$ cat config.mk
export PLATFORM = sky130hd
export DESIGN_NAME = bf_serial_loader
export DESIGN_NICKNAME = d
export VERILOG_FILES = /design/src/rtl/bf_serial_loader.sv
export SDC_FILE = /design/constraint.sdc
export NUM_CORES = 1
export LEC_CHECK = 0
export CAP_MARGIN = 20
export CORE_AREA = 4 4 120 122
export DETAILED_ROUTE_END_ITERATION = 6
export DIE_AREA = 0 0 124 126
export HOLD_SLACK_MARGIN = 0.06
export SLEW_MARGIN = 0
export SYNTH_ARGS = -nofsm -noshare
export SYNTH_HDL_FRONTEND = slang
export SYNTH_SLANG_ARGS = --single-unit
$ cat constraint.sdc
create_clock -name clk -period 4 [get_ports clk]
set_input_delay 0.8 -clock clk [delete_from_list [all_inputs] [get_ports clk]]
set_output_delay 0.8 -clock clk [all_outputs]
set_load 0.03 [all_outputs]
$ cat src/rtl/bf_serial_loader.sv
// -----------------------------------------------------------------------------
// bf_serial_loader
//
// Upstream stage of the Brainfuck CPU. It requests bytes one at a time from the
// UART receiver and keeps only the eight Brainfuck opcodes (+ - < > [ ] . ,).
// Opcodes are packed into program memory from address 0. When END_BYTE arrives,
// or the window fills, the rest of the window is padded with 8'h00. Bracket
// balance is tracked on the fly, so the core knows about an unbalanced program
// before its jump-table preprocessing starts.
//
// Ports:
//   clk         system clock
//   resetn      asynchronous active-low reset
//   load_req    level request to (re)load; it must fall and rise again to reload
//   rx_start    one-cycle pulse that arms the receiver for the next byte
//   rx_busy     receiver busy; rx_data is valid when it falls
//   rx_data     received byte
//   prog_we     program memory write strobe
//   prog_addr   program memory write address (held while prog_we is low)
//   prog_wr     program memory write data (held while prog_we is low)
//   loaded      program stored and padded
//   load_error  bracket imbalance (underflow or unclosed '['); valid while loaded
//   prog_count  number of opcodes stored
// -----------------------------------------------------------------------------
module bf_serial_loader #(
  parameter int unsigned PROG_ADDR_WIDTH = 14,
  parameter int unsigned PROG_LEN        = 16383,
  parameter logic [7:0]  END_BYTE        = 8'h21
) (
  input  logic                       clk,
  input  logic                       resetn,
  input  logic                       load_req,
  output logic                       rx_start,
  input  logic                       rx_busy,
  input  logic [7:0]                 rx_data,
  output logic                       prog_we,
  output logic [PROG_ADDR_WIDTH-1:0] prog_addr,
  output logic [7:0]                 prog_wr,
  output logic                       loaded,
  output logic                       load_error,
  output logic [PROG_ADDR_WIDTH-1:0] prog_count
);

  // The write pointer has to reach PROG_LEN itself, so it gets one extra bit.
  // That keeps it safe even if PROG_LEN is set to 2**PROG_ADDR_WIDTH.
  localparam int unsigned        PW  = PROG_ADDR_WIDTH + 1;
  localparam logic [PW-1:0]      LEN = PW'(PROG_LEN);
  localparam logic [PW-1:0]      ONE = PW'(1);
  localparam logic [PROG_ADDR_WIDTH-1:0] CNT_ONE = PROG_ADDR_WIDTH'(1);

  typedef enum logic [2:0] {
    S_IDLE,
    S_RX_START,
    S_RX_ARM,
    S_RX_WAIT,
    S_FILTER,
    S_PAD,
    S_DONE
  } state_t;

  state_t                     state_q, state_d;
  logic [PW-1:0]              wr_ptr_q, wr_ptr_d;
  logic [PW-1:0]              depth_q, depth_d;
  logic                       underflow_q, underflow_d;
  logic [7:0]                 byte_q, byte_d;
  logic                       rx_start_q, rx_start_d;
  logic                       prog_we_q, prog_we_d;
  logic [PROG_ADDR_WIDTH-1:0] prog_addr_q, prog_addr_d;
  logic [7:0]                 prog_wr_q, prog_wr_d;
  logic                       loaded_q, loaded_d;
  logic                       load_error_q, load_error_d;
  logic [PROG_ADDR_WIDTH-1:0] prog_count_q, prog_count_d;

  logic                       is_opcode;
  logic [PW-1:0]              wr_ptr_inc;

  always_comb begin
    case (byte_q)
      8'h2B, 8'h2D, 8'h3C, 8'h3E, 8'h5B, 8'h5D, 8'h2E, 8'h2C: is_opcode = 1'b1;
      default:                                                is_opcode = 1'b0;
    endcase
  end

  assign wr_ptr_inc = wr_ptr_q + ONE;

  always_comb begin
    state_d      = state_q;
    wr_ptr_d     = wr_ptr_q;
    depth_d      = depth_q;
    underflow_d  = underflow_q;
    byte_d       = byte_q;
    rx_start_d   = 1'b0;
    prog_we_d    = 1'b0;
    prog_addr_d  = prog_addr_q;
    prog_wr_d    = prog_wr_q;
    loaded_d     = loaded_q;
    load_error_d = load_error_q;
    prog_count_d = prog_count_q;

    // rx_start_d is raised on every transition into S_RX_START. The registered
    // pulse is then high for exactly the S_RX_START cycle.
    case (state_q)
      S_IDLE: begin
        if (load_req) begin
          wr_ptr_d     = '0;
          depth_d      = '0;
          underflow_d  = 1'b0;
          prog_count_d = '0;
          loaded_d     = 1'b0;
          load_error_d = 1'b0;
          rx_start_d   = 1'b1;
          state_d      = S_RX_START;
        end
      end

      S_RX_START: state_d = S_RX_ARM;

      // Dead cycle: the receiver raises rx_busy only after it sees rx_start.
      S_RX_ARM:   state_d = S_RX_WAIT;

      S_RX_WAIT: begin
        if (!rx_busy) begin
          byte_d  = rx_data;
          state_d = S_FILTER;
        end
      end

      S_FILTER: begin
        if (byte_q == END_BYTE) begin
          state_d = S_PAD;
        end else if (is_opcode) begin
          prog_we_d    = 1'b1;
          prog_addr_d  = wr_ptr_q[PROG_ADDR_WIDTH-1:0];
          prog_wr_d    = byte_q;
          wr_ptr_d     = wr_ptr_inc;
          prog_count_d = prog_count_q + CNT_ONE;
          if (byte_q == 8'h5B) begin
            if (depth_q != '1) begin
              depth_d = depth_q + ONE;
            end
          end else if (byte_q == 8'h5D) begin
            if (depth_q == '0) begin
              underflow_d = 1'b1;
            end else begin
              depth_d = depth_q - ONE;
            end
          end
          // A full window stops fetching. The next byte stays in the receiver.
          if (wr_ptr_inc == LEN) begin
            state_d = S_PAD;
          end else begin
            rx_start_d = 1'b1;
            state_d    = S_RX_START;
          end
        end else begin
          rx_start_d = 1'b1;
          state_d    = S_RX_START;
        end
      end

      S_PAD: begin
        if (wr_ptr_q < LEN) begin
          prog_we_d   = 1'b1;
          prog_addr_d = wr_ptr_q[PROG_ADDR_WIDTH-1:0];
          prog_wr_d   = 8'h00;
          wr_ptr_d    = wr_ptr_inc;
        end else begin
          // The final write strobe is visible this cycle. loaded follows one
          // cycle later.
          loaded_d     = 1'b1;
          load_error_d = underflow_q | (depth_q != '0);
          state_d      = S_DONE;
        end
      end

      S_DONE: begin
        if (!load_req) begin
          state_d = S_IDLE;
        end
      end

      default: state_d = S_IDLE;
    endcase
  end

  always_ff @(posedge clk or negedge resetn) begin
    if (!resetn) begin
      state_q      <= S_IDLE;
      wr_ptr_q     <= '0;
      depth_q      <= '0;
      underflow_q  <= 1'b0;
      byte_q       <= '0;
      rx_start_q   <= 1'b0;
      prog_we_q    <= 1'b0;
      prog_addr_q  <= '0;
      prog_wr_q    <= '0;
      loaded_q     <= 1'b0;
      load_error_q <= 1'b0;
      prog_count_q <= '0;
    end else begin
      state_q      <= state_d;
      wr_ptr_q     <= wr_ptr_d;
      depth_q      <= depth_d;
      underflow_q  <= underflow_d;
      byte_q       <= byte_d;
      rx_start_q   <= rx_start_d;
      prog_we_q    <= prog_we_d;
      prog_addr_q  <= prog_addr_d;
      prog_wr_q    <= prog_wr_d;
      loaded_q     <= loaded_d;
      load_error_q <= load_error_d;
      prog_count_q <= prog_count_d;
    end
  end

  assign rx_start   = rx_start_q;
  assign prog_we    = prog_we_q;
  assign prog_addr  = prog_addr_q;
  assign prog_wr    = prog_wr_q;
  assign loaded     = loaded_q;
  assign load_error = load_error_q;
  assign prog_count = prog_count_q;

endmodule

==> out/summary.txt <==
FLOORPLANNING
--------------------------------------------------------------------------------------------------
Die height                                                                                  126 µm
DIE WIDTH                                                                                   124 µm
Io pins                                                                                         52
Core area                                                                                13200 µm²
Die outline area                                                                         15600 µm²
Rows                                                                                            42
Initial core utilization                                                                     34.9%

WORST SETUP PATH
--------------------------------------------------------------------------------------------------
Critical path start-end classification                                                flop to flop
Required time of the critical path                                                         4.22 ns
Startpoint Class                                                                              flop
Critical Path Sink Type                                                                       flop
Arrival time of data at the critical path endpoint                                         3.54 ns
Worst-path fanout max                                                                           15

STA
--------------------------------------------------------------------------------------------------
Final sum of negative setup slack                                                             0 ns
Count of final max-slew check failures                                                           0
Worst slew margin relative to its limit                                                      40.3%
Highest Clock Rate                                                                         301 MHz
Final Skew                                                                              0.00954 ns
Setup repair after global routing missed its margin                                          false
Hold violation total from the final report                                                       0
Slew at the pin closest to its max-slew limit                                             0.895 ns
# setup viols final                                                                              0
Final critical-path share of the clock period                                                83.1%
Clock period minus worst slack                                                             3.32 ns

CLOCKING
--------------------------------------------------------------------------------------------------
Buffer count from post-CTS setup fixing                                                          0
Root buffer cell                                                                         clkbuf_16
Clock sink count                                                                                82
Buffer depth of the longest clock path                                                           2
Clock transition time at the flip-flop clock pins of the worst setup and hold paths        0.06 ns
Post-CTS Hold Fix Bufs                                                                           0
CTS H-Tree Depth                                                                                 3
CTS tree                                                                                       yes
Quantity of gates resized following cts                                                          0
Number of buffers created by CTS                                                                 9
Insertion delay to the later sink of the worst-skew pair                                   0.34 ns

DETAILED ROUTING
--------------------------------------------------------------------------------------------------
Wirelength, routed                                                                        11000 µm
ANT nets after route                                                                             0
DRT Pass-1 Iters                                                                                 4
Vias after detailed routing                                                                   3726
Vias per cell                                                                                 5.19
Post-route DRC                                                                                   0
Detail-routed net length per standard cell                                                 15.3 µm
Count of routing violations after the opening detailed-route iteration                         257

PLACED DESIGN
--------------------------------------------------------------------------------------------------
# port buffers                                                                                  51
Routability-driven placement congestion ratio                                                0.871
Area of placed instances                                                                  5260 µm²
Dpl hpwl                                                                                   7840 µm

GRT
--------------------------------------------------------------------------------------------------
Via count of the first global-routing pass                                                    3814
Pin count of the biggest net entering global routing                                            70
Congestion Overflow GR                                                                           0
Global router's overall resource usage                                                       14.9%
Antenna violations before repair                                                                 0
Wire length of the first global-routing pass                                              18700 µm

STATUS
--------------------------------------------------------------------------------------------------
Status                                                                                finished, final reports clean

PWR
--------------------------------------------------------------------------------------------------
Overall Power                                                                            0.00394 W
Leakage dissipation                                                                        2.42 nW
PD cells                                                                                709 nW/µm²
Peak VDD IR                                                                               0.573 mV

YOSYS
--------------------------------------------------------------------------------------------------
Mean instance size in the synthesized netlist                                             9.36 µm²
Fraction of the yosys area taken by sequential cells                                         44.5%
Count of distinct cell types in the synthesized netlist                                         61
Number of synthesized register bits                                                             82
Post-synthesis cell area                                                                  4610 µm²
Number of warnings issued by yosys                                                               0
Most instantiated flip-flop cell in the synthesis netlist                                  dfrtp_1
Fraction of registers with async set or reset after synthesis                                 100%
Number of enable flip-flop cells after synthesis                                                 0
Post-Syn Instances                                                                             492
Synthesized net count                                                                          521

FINISH
--------------------------------------------------------------------------------------------------
Antenna diode count                                                                              0
Post-layout nets                                                                               567
Layout overhead on the synthesized area                                                      20.5%
Layout cells sized above 1                                                                   7.75%
Post-layout instance area                                                                 5550 µm²
# fillers                                                                                     1269

JOB
--------------------------------------------------------------------------------------------------
Number of max-capacitance violations reported                                                    0

WORST HOLD PATH
--------------------------------------------------------------------------------------------------
Worst min-delay path category                                                         flop to flop

## per-layer routing
metal  vias up  global-route usage, %  share of wire (%)
li1       1852                      -                  -
met1      1787                   18.8                 44
met2        66                   25.2                 50
met3        21                   3.99                3.8
met4         0                   3.74                1.9
met5         -                      0                  0
## where the power goes
| part | switching (W) | internal (W) | leakage, nW |
|---|---|---|---|
| combinational | 0.00106 | 0.000777 | 1.16 |
| sequential | 0.000237 | 0.00103 | 1.11 |
| clock | 0.000333 | 0.000498 | 0.146 |
## cells by family after synthesis
| logic type | synth area share (%) |
|---|---|
| multiplexers | 2.61 |
| AND/OR/NAND/NOR | 21.3 |
| buffers and inverters | 3.01 |
| AO/OA/AOI/OAI | 18.6 |
| XOR/XNOR | 5.13 |
| adder cells (fa/ha/maj) | 4.78 |
| flip-flops | 44.5 |
## Yosys cell counts, drive strengths merged, types with 2 or more instances
master,instances,share of area [%]
and4b,2,0.43
nor3b,3,0.60
mux2i,3,0.65
inv,10,0.81
a21o,8,1.3
and3,2,0.27
and3b,2,0.38
nor3,7,1.1
a41o,3,0.65
o21a,2,0.33
o21bai,2,0.33
nand2,99,8.1
clkbuf,9,0.73
a211oi,3,0.60
o2111ai,3,0.57
dfrtp,82,45
or4,2,0.33
o21ai,43,4.7
or3,2,0.27
a22o,2,0.38
nor2b,4,0.54
nand2b,7,0.95
o211ai,6,1.2
o31ai,17,2.8
a31oi,8,1.4
nand3,20,2.3
nor2,31,2.5
xor2,17,3.2
or2,3,0.41
a311oi,2,0.90
mux2,8,2.0
and2,4,0.54
ha,16,4.3
nor4,6,0.81
a21oi,15,1.6
buf,10,1.5
nand4,9,1.2
xnor2,10,1.9
## registers in the layout, summed over array words and instances, names as in the netlist
signal and count:
wr_ptr_q 15, state_q 3, load_error 1, prog_wr 8
prog_addr 14, byte_q 8, loaded 1, prog_we 1
depth_q 15, prog_count 14, underflow_q 1, rx_start 1
## through the flow
| stage | worst slack [ns] | instances | util (%) | hold WS, ns |
|---|---|---|---|---|
| finish | 0.678 | 718 | 42.1 | 0.465 |
| global route | 0.413 | 718 | 42.1 | 0.493 |
| CTS | 0.700 | 718 | 42.1 | 0.471 |
| detailed placement | 0.723 | 703 | 39.9 | 0.458 |
| global placement | 0.795 | 703 | 39.9 | 0.448 |
| floorplan | 0.971 | 492 | - | 0.490 |
## path summary, 6_finish.rpt
kind / from / to / cells after the start / slack, ns
min in group asynchronous: resetn / prog_addr[2] / 1 / 0.58
worst max-delay path: byte_q[5] / depth_q[14] / 10 / 0.68
max in group asynchronous: resetn / depth_q[9] / 2 / 2.64
worst min register to register: prog_addr[7] / prog_addr[7] / 2 / 0.47
worst max register to register: byte_q[5] / depth_q[14] / 10 / 0.68
worst min-delay path: prog_addr[7] / prog_addr[7] / 2 / 0.47
## worst max-delay path, stage by stage, from the launching register on
cell and delay, ns:
dfrtp_1 0.41, and3b_1 0.32, and3_1 0.33, inv_1 0.32, fa_1 0.52, a211oi_1 0.38, o21a_1 0.20, o211ai_1 0.14
mux2i_1 0.22, a21oi_1 0.08, a211o_1 0.27
## final cells by class
cell class	instances	area (µm²)	share of cell area, %
Multi-Input combinational cell	381	2420	43.5
Sequential cell	82	2050	37.0
Timing Repair Buffer	54	531	9.56
Clock buffer	11	243	4.37
Tap cell	176	220	3.97
Clock inverter	4	52.6	0.947
Inverter	10	37.5	0.676
## cells in the final DEF, fill, tap and decap left out, types with 3 or more instances in the layout
cell type	netlist	routed
xnor2_1	10	10
dfrtp_1	82	82
and2_1	4	4
nor3_1	5	5
a21oi_1	15	15
o31ai_1	17	17
nand2b_1	7	7
ha_1	16	16
nor2_1	31	31
o2111ai_1	3	3
buf_4	2	4
a41o_1	3	3
a21o_1	8	8
o211ai_1	4	4
nand2_1	99	99
mux2i_1	3	3
o21ai_1	5	5
o21ai_0	38	38
inv_1	9	9
nor4_1	6	6
nand4_1	9	9
a31oi_1	7	7
clkbuf_16	0	9
nor2b_1	4	4
mux2_2	8	8
nand3_1	19	19
xor2_1	17	17
clkdlybuf4s50_1	0	50
No activity file was read; power rests on OpenSTA's default activity.
